--- src/rtl/hazard3_arb_pkg.sv ---
// Shared definitions for the round-robin grant arbiter: state encoding and
// hold counter width.
package hazard3_arb_pkg;

   typedef enum logic [1:0] {
      IDLE    = 2'd0,
      OWN     = 2'd1,
      HANDOFF = 2'd2
   } arb_state_t;

   localparam int HOLD_CNT_W = 8;

endpackage

--- src/rtl/onehot_priority.sv ---
// LSB-first priority picker: returns the lowest set bit of i_req as a one-hot
// vector, or zero when i_req is zero.
module onehot_priority #(
   parameter int W = 4
) (
   input  logic [W-1:0] i_req,
   output logic [W-1:0] o_gnt
);

   assign o_gnt = i_req & (~i_req + W'(1));

endmodule

--- src/rtl/rr_grant_arbiter.sv ---
// Round-robin grant arbiter with level requests, bounded ownership under
// contention (timeout preempt) and fully registered outputs.
module rr_grant_arbiter
   import hazard3_arb_pkg::*;
#(
   parameter int W_REQ    = 4,
   parameter int MAX_HOLD = 16
) (
   input  logic                     clk,
   input  logic                     rst_n,
   input  logic [W_REQ-1:0]         req,
   output logic [W_REQ-1:0]         gnt,
   output logic [$clog2(W_REQ)-1:0] gnt_id,
   output logic                     busy,
   output logic                     preempt
);

   localparam int ID_W = $clog2(W_REQ);
   localparam logic [HOLD_CNT_W-1:0] HOLD_MAX = HOLD_CNT_W'(MAX_HOLD - 1);

   arb_state_t             r_state, w_state_nxt;
   logic [W_REQ-1:0]       r_gnt, w_gnt_nxt;
   logic [ID_W-1:0]        r_gnt_id, w_gnt_id_nxt;
   logic [ID_W-1:0]        r_last_id, w_last_id_nxt;
   logic [HOLD_CNT_W-1:0]  r_hold_cnt, w_hold_nxt;
   logic                   r_busy, r_preempt, w_preempt_nxt;
   logic                   r_armed;

   logic [W_REQ-1:0]       w_above_mask, w_masked_req;
   logic [W_REQ-1:0]       w_win_masked, w_win_unmasked, w_win_oh;
   logic [ID_W-1:0]        w_win_id;
   logic                   w_owner_req, w_others, w_do_grant;

   // Requesters strictly above the last winner get first pick.
   always_comb begin
      w_above_mask = '0;
      for (int i = 0; i < W_REQ; i++) begin
         w_above_mask[i] = (i > int'(r_last_id));
      end
   end

   assign w_masked_req = req & w_above_mask;

   onehot_priority #(.W(W_REQ)) u_pri_masked (
      .i_req (w_masked_req),
      .o_gnt (w_win_masked)
   );

   onehot_priority #(.W(W_REQ)) u_pri_unmasked (
      .i_req (req),
      .o_gnt (w_win_unmasked)
   );

   assign w_win_oh = (|w_masked_req) ? w_win_masked : w_win_unmasked;

   always_comb begin
      w_win_id = '0;
      for (int i = 0; i < W_REQ; i++) begin
         if (w_win_oh[i]) w_win_id = w_win_id | ID_W'(i);
      end
   end

   assign w_owner_req = |(req & r_gnt);
   assign w_others    = |(req & ~r_gnt);

   always_comb begin
      w_state_nxt   = r_state;
      w_gnt_nxt     = r_gnt;
      w_gnt_id_nxt  = r_gnt_id;
      w_last_id_nxt = r_last_id;
      w_hold_nxt    = r_hold_cnt;
      w_preempt_nxt = 1'b0;
      w_do_grant    = 1'b0;

      case (r_state)
         IDLE: begin
            if (r_armed && (|req)) w_do_grant = 1'b1;
         end
         OWN: begin
            if (!w_owner_req) begin
               if (|req) begin
                  w_do_grant = 1'b1;
               end else begin
                  w_gnt_nxt   = '0;
                  w_state_nxt = IDLE;
               end
            end else if ((r_hold_cnt == HOLD_MAX) && w_others) begin
               w_gnt_nxt     = '0;
               w_preempt_nxt = 1'b1;
               w_state_nxt   = HANDOFF;
            end else if (r_hold_cnt != HOLD_MAX) begin
               w_hold_nxt = r_hold_cnt + HOLD_CNT_W'(1);
            end
         end
         HANDOFF: begin
            if (|req) w_do_grant = 1'b1;
            else      w_state_nxt = IDLE;
         end
         default: begin
            w_gnt_nxt   = '0;
            w_state_nxt = IDLE;
         end
      endcase

      if (w_do_grant) begin
         w_state_nxt   = OWN;
         w_gnt_nxt     = w_win_oh;
         w_gnt_id_nxt  = w_win_id;
         w_last_id_nxt = w_win_id;
         w_hold_nxt    = '0;
      end
   end

   // r_armed keeps the first edge after reset release grant-free.
   always_ff @(posedge clk or negedge rst_n) begin
      if (!rst_n) begin
         r_state    <= IDLE;
         r_gnt      <= '0;
         r_gnt_id   <= '0;
         r_last_id  <= ID_W'(W_REQ - 1);
         r_hold_cnt <= '0;
         r_busy     <= 1'b0;
         r_preempt  <= 1'b0;
         r_armed    <= 1'b0;
      end else begin
         r_state    <= w_state_nxt;
         r_gnt      <= w_gnt_nxt;
         r_gnt_id   <= w_gnt_id_nxt;
         r_last_id  <= w_last_id_nxt;
         r_hold_cnt <= w_hold_nxt;
         r_busy     <= |w_gnt_nxt;
         r_preempt  <= w_preempt_nxt;
         r_armed    <= 1'b1;
      end
   end

   assign gnt     = r_gnt;
   assign gnt_id  = r_gnt_id;
   assign busy    = r_busy;
   assign preempt = r_preempt;

endmodule

--- config.mk ---
export PLATFORM = sky130hd
export DESIGN_NAME = rr_grant_arbiter
export DESIGN_NICKNAME = d
export VERILOG_FILES = /design/src/rtl/hazard3_arb_pkg.sv /design/src/rtl/onehot_priority.sv /design/src/rtl/rr_grant_arbiter.sv
export SDC_FILE = /design/constraint.sdc
export NUM_CORES = 1
export LEC_CHECK = 0
export BUFFER_PORTS_ARGS = -buffer_cell sky130_fd_sc_hd__buf_2
export CORE_AREA = 2 2 54 56
export CTS_CLUSTER_DIAMETER = 120
export DETAILED_ROUTE_END_ITERATION = 8
export DIE_AREA = 0 0 56 58
export HOLD_SLACK_MARGIN = 0.15
export PLACE_DENSITY = 0.83
export SLEW_MARGIN = 20
export SYNTH_ARGS = -nofsm -noshare
export SYNTH_HDL_FRONTEND = slang
export SYNTH_HIERARCHICAL = 1
export SYNTH_SLANG_ARGS = --single-unit
--- constraint.sdc ---
create_clock -name clk -period 3.2 [get_ports clk]
set_input_delay 0.32 -clock clk [delete_from_list [all_inputs] [get_ports clk]]
set_output_delay 0.32 -clock clk [all_outputs]
set_load 0.1 [all_outputs]
# After elaboration in Yosys (flattened, before gate mapping)
# Cells that the tools add are included.
dict set report word_totals {
  ff_bits 21
  input_bits 6
  output_inout_bits 8
  wordCells 69
}
dict set report op_classes {
  addsub 3
  n_lt_le_gt_ge 3
  eq_ne 7
  mux 26
  bitwise 8
  n_reduce_logical 14
}
# operator n
set op_table {}
lappend op_table {{$mux 8} 5}
lappend op_table {{$and 4x4->4} 5}
lappend op_table {{$mux 4} 5}
lappend op_table {{$reduce_or 4->1} 5}
lappend op_table {{$mux 2} 6}
lappend op_table {{$not 4->4} 3}
lappend op_table {{$add 4x1->4 const B} 2}
lappend op_table {{$add 8x1->8 const B} 1}
lappend op_table {{$eq 8x4->1 const B} 1}
lappend op_table {{$ne 8x4->1 const B} 1}
lappend op_table {{$pmux 4 s2} 1}
lappend op_table {{$mux 1} 7}
lappend op_table {{$pmux 2 s3} 1}
lappend op_table {{$reduce_bool 2->1} 3}
lappend op_table {{$gt 2x2->1 const A} 2}
lappend op_table {{$ne 2x2->1 const B} 2}
lappend op_table {{$ne 4x4->1 const B} 1}
lappend op_table {{$reduce_and 4->1} 1}
lappend op_table {{$pmux 1 s3} 1}
lappend op_table {{$eq 2x1->1 const B} 1}
lappend op_table {{$eq 2x2->1 const B} 1}
lappend op_table {{$gt 1x2->1 const A} 1}
lappend op_table {{$logic_and 1x1->1} 2}
lappend op_table {{$logic_not 2->1} 1}
lappend op_table {{2 further kinds} 2}

# Logic depth before layout (Yosys ltp)
dict set report depth {
  ltp_word 9
  ltp_mapped 7
  mapped_depth_nobuf 7
}

# Cells and area by module
# Netlist, hierarchy kept.
# module n_inst cells_each area_each_um2 seq_area_each_um2
set modules_own_cells {}
lappend modules_own_cells {rr_grant_arbiter 1 127 1333.8 528.0}
lappend modules_own_cells {onehot_priority 2 4 36.3 0.0}

# Worst setup path after synthesis
# OpenSTA, ideal clock, no wires.
dict set report synth_timing {
  path_kind {reg2reg}
  from {register r_gnt[0], in the netlist gnt[0]}
  to {register r_gnt_id[0], in the netlist gnt_id[0]}
  setup_time_ns 0.128
  arrival_ns 2.078
  required_ns 3.072
  slack_ns 0.994
  path_stages_with_launch 6
  n_path_buf 1
  period_less_slack_ns 2.206
  path_cell_list {dfrtp_1 > a22oi_4 > nand3_2 > a211oi_4 > buf_6 > mux2_1}
}
dict set report synth_via {
  elab_chain_cells 4
}
# item line_no
set synth_rtl {}
lappend synth_rtl {{start: declaration} rr_grant_arbiter.sv:22} ;# logic [W_REQ-1:0] r_gnt, w_gnt_nxt;
lappend synth_rtl {{start signal: assignment} rr_grant_arbiter.sv:127} ;# r_gnt <= w_gnt_nxt;
lappend synth_rtl {{$and 4x4->4} rr_grant_arbiter.sv:63} ;# assign w_owner_req = |(req & r_gnt);
lappend synth_rtl {{$reduce_or 4->1} rr_grant_arbiter.sv:63}
lappend synth_rtl {{$mux 1} rr_grant_arbiter.sv:80} ;# if (!w_owner_req) begin
lappend synth_rtl {{$pmux 1 s3} rr_grant_arbiter.sv:75} ;# case (r_state)
lappend synth_rtl {{end signal: assignment} rr_grant_arbiter.sv:128} ;# r_gnt_id <= w_gnt_id_nxt;
lappend synth_rtl {{end: declaration} rr_grant_arbiter.sv:23} ;# logic [ID_W-1:0] r_gnt_id, w_gnt_id_nxt;
# No other way between the ends.
# A chain may end at the register's enable or synchronous reset.

# Worst setup path after layout
dict set report layout_timing {
  from {register r_state[0]}
  to {register r_gnt[1], in the netlist gnt[1]}
}
dict set report layout_via {
  elab_chain_cells 4
  word_cells_on_any_way 7
  cone_classes {eq/ne: 2; mux: 3; reduce/logical: 2}
}
# item line_no
set layout_rtl {}
lappend layout_rtl {{start: declaration} rr_grant_arbiter.sv:21} ;# arb_state_t r_state, w_state_nxt;
lappend layout_rtl {{start signal: assignment} rr_grant_arbiter.sv:126} ;# r_state <= w_state_nxt;
lappend layout_rtl {{$eq 2x2->1 or $logic_not 2->1 (tied branches)} rr_grant_arbiter.sv:75}
lappend layout_rtl {{$reduce_or 2->1 (no line)} -}
lappend layout_rtl {{$pmux 4 s2} rr_grant_arbiter.sv:75}
lappend layout_rtl {{$mux 4 *} rr_grant_arbiter.sv:105} ;# if (w_do_grant) begin
lappend layout_rtl {{named net w_gnt_nxt[1]} rr_grant_arbiter.sv:22}
# The timed path passes the listed nets; every way through them passes the cells marked *.

==> summary.txt <==
Status
  • Status: finished clean

Layout
  • Diodes inserted: 0
  • Post-layout util: 57.6%
  • Most common cell after layout, fill and taps aside: dfrtp_1
  • Final Cell Area: 1530 um^2
  • Share of layout cells above drive strength 1: 22.2%
  • Area growth, synth to finish: 9.07%
  • FILL cells: 238
  • Most frequent cells in the layout: dfrtp_1, nor2_1, buf_2, nand2_1
  • Layout Nets: 166

CTS
  • Clock tree buffer depth: 2
  • Clock-pin slew on the worst setup and hold paths: 110 ps
  • Skew-Pair Late Insertion Delay: 290 ps
  • # Post-CTS Setup Buffers: 0
  • CTS buffer count: 3
  • Clk root buf: clkbuf_4
  • H-tree depth: 1
  • Post-CTS sizing: 0
  • # hold bufs at CTS: 1
  • Clock sink count: 21
  • CTS tree: yes

Synth
  • Syn_area_per_cell: 10.4 um^2
  • Post-Synthesis Cells: 135
  • EDFF count, synth: 0
  • Seq cells post-synth: 21
  • Post-synthesis instance area: 1410 um^2
  • Ys async rst share: 100%
  • Main flop type after synthesis: dfrtp_1
  • Ys Warns: 6
  • Sequential area share after synthesis: 37.5%
  • Synth unique cells: 47

Global route
  • Initial antenna violation count: 0
  • Tot GR Track Use: 20.3%
  • Remaining Overflow, GRT: 0
  • Largest net degree at the start of global routing: 22
  • Vias in the first global route: 1,098
  • First-pass GRT wire length: 5.17 mm

Routing
  • 1st-pass router iterations: 4
  • WL per Instance: 15.8 um
  • Top Layer Used: met4
  • M1 WL: 1.22 mm
  • Met2 wire length: 1.52 mm
  • DRT antenna net count: 0
  • Drt initial violations: 53
  • Routed WL: 2.91 mm
  • Vias: 1,086
  • Vias per cell: 5.90
  • Met3 Wirelength: 137 um
  • DRC viols: 0

STA
  • Tmin final: 1950 ps
  • Final Hold Fails: 0
  • Post-route setup TNS: 0 ps
  • Final setup fails: 0
  • Hold WS: 492 ps
  • Max Freq: 513 MHz
  • Final Cycle Share: 61.0%
  • Slew Viols, Final: 0
  • Worst-margin pin slew: 501 ps
  • Slew headroom: 66.3%
  • Clock Skew: 4.55 ps
  • RSZ-0062 raised after global routing: no

Placed design
  • Port buffer count: 13
  • DP Wirelength: 2.24 mm
  • Area after DPL: 1500 um^2
  • Final GP Congestion: 0.876

Critical path
  • Required @ worst endpoint: 3440 ps
  • Crit path max fanout: 21
  • WP data arrival: 2190 ps
  • R2r setup slk: 1250 ps
  • CP Launch Type: register
  • Critical Path Sink Type: register
  • Crit Path Class: reg -> reg

Job
  • Max-cap viol count: 0

Die
  • Initial Util: 52.8%
  • I/O pins: 14
  • Die ar.: 3250 um^2
  • DIE WIDTH: 56 um
  • Die height: 58 um
  • Number of placement rows: 19
  • Core box area: 2660 um^2

Worst hold path
  • Worst min path class: reg -> reg

Pwr
  • P per Cell Area: 1000 nW/um^2
  • Max rail drop VDD: 0.774 mV
  • Pwr Total: 0.00154 W
  • Pleak: 0.709 nW
logic make-up after synthesis:
kind of cell               after synthesis  share of synthesized area (%)
xor gates and xnor gates                 5                           3.11
muxes                                   11                           8.54
adders and majority gates                6                           5.34
AOI/OAI and AO/OA                       29                           19.9
buffers and inverters                    9                           3.56
other                                    2                          0.534
DFF                                     21                           37.5
and+or+nand+nor                         52                           21.4
state kept, by name (all words and copies together), names as in the netlist:
signal,count
gnt_id,2
r_hold_cnt,8
preempt,1
r_last_id,2
busy,1
r_armed,1
gnt,4
r_state,2
final cells by class:
type / count / area, um^2 / area share (%)
Sequential cell: 21 / 528 / 34.4
Timing Repair Buffer: 15 / 82.6 / 5.38
Inverter: 5 / 18.8 / 1.22
Multi-Input combinational cell: 108 / 840 / 54.7
Clock buffer: 4 / 26.3 / 1.71
Tap cell: 31 / 38.8 / 2.53
worst paths after layout:
path,startpoint,end,cells after the start
max,r_state[0],gnt[1],7
min,gnt_id[0],gnt_id[0],1
max reg2reg,r_state[0],gnt[1],7
min reg2reg,gnt_id[0],gnt_id[0],1
max in group asynchronous,rst_n,r_last_id[0],2
min in group asynchronous,rst_n,gnt_id[1],2
critical path, stage by stage, from the launching register on:
cell and delay [ps]:
dfrtp_1 460, inv_1 90, ha_1 240, a21oi_1 250
a211oi_4 90, buf_4 240, a211oi_4 320, a22o_1 210
metal layers:
layer	vias to the layer above	GRT usage, %
met5	-	0
met4	0	6.12
met3	4	4.69
met2	29	35.6
met1	525	25.2
li1	528	-
synthesized netlist by cell type, types with 2 or more instances:
cell type,number,area (um^2)
nor3_1,3,15.0
xnor2_1,2,17.5
o21ai_0,2,10.0
nand3_1,6,30.0
or4_1,2,15.0
o2111a_1,2,22.5
mux2i_1,3,30.0
ha_1,6,75.1
buf_4,2,15.0
mux2_1,4,45.0
nor2_1,13,48.8
a211oi_4,2,40.0
nor3b_1,3,22.5
nor4b_2,2,30.0
nand2_1,7,26.3
mux2_2,4,45.0
a22o_1,5,43.8
a22oi_4,2,42.5
nand2b_1,4,25.0
inv_1,5,18.8
dfstp_2,2,52.6
xor2_1,3,26.3
a21oi_1,5,25.0
dfrtp_1,19,475
nor2b_1,2,12.5
conb_1,2,7.51
nor4_1,3,18.8
per-stage QoR:
stage,setup WS [ps],instances
finish,1250,184
global route,1140,184
CTS,1260,184
detailed placement,1290,179
global placement,1370,179
floorplan,994,138
where the power goes:
group          internal, W  leakage [nW]  total, W  switching, W
Sequential        0.000341         0.273  0.000419     0.0000783
Clock            0.0000485        0.0150  0.000120     0.0000714
Combinational     0.000328         0.420   0.00100      0.000673
(Power assumes the default switching activity.)
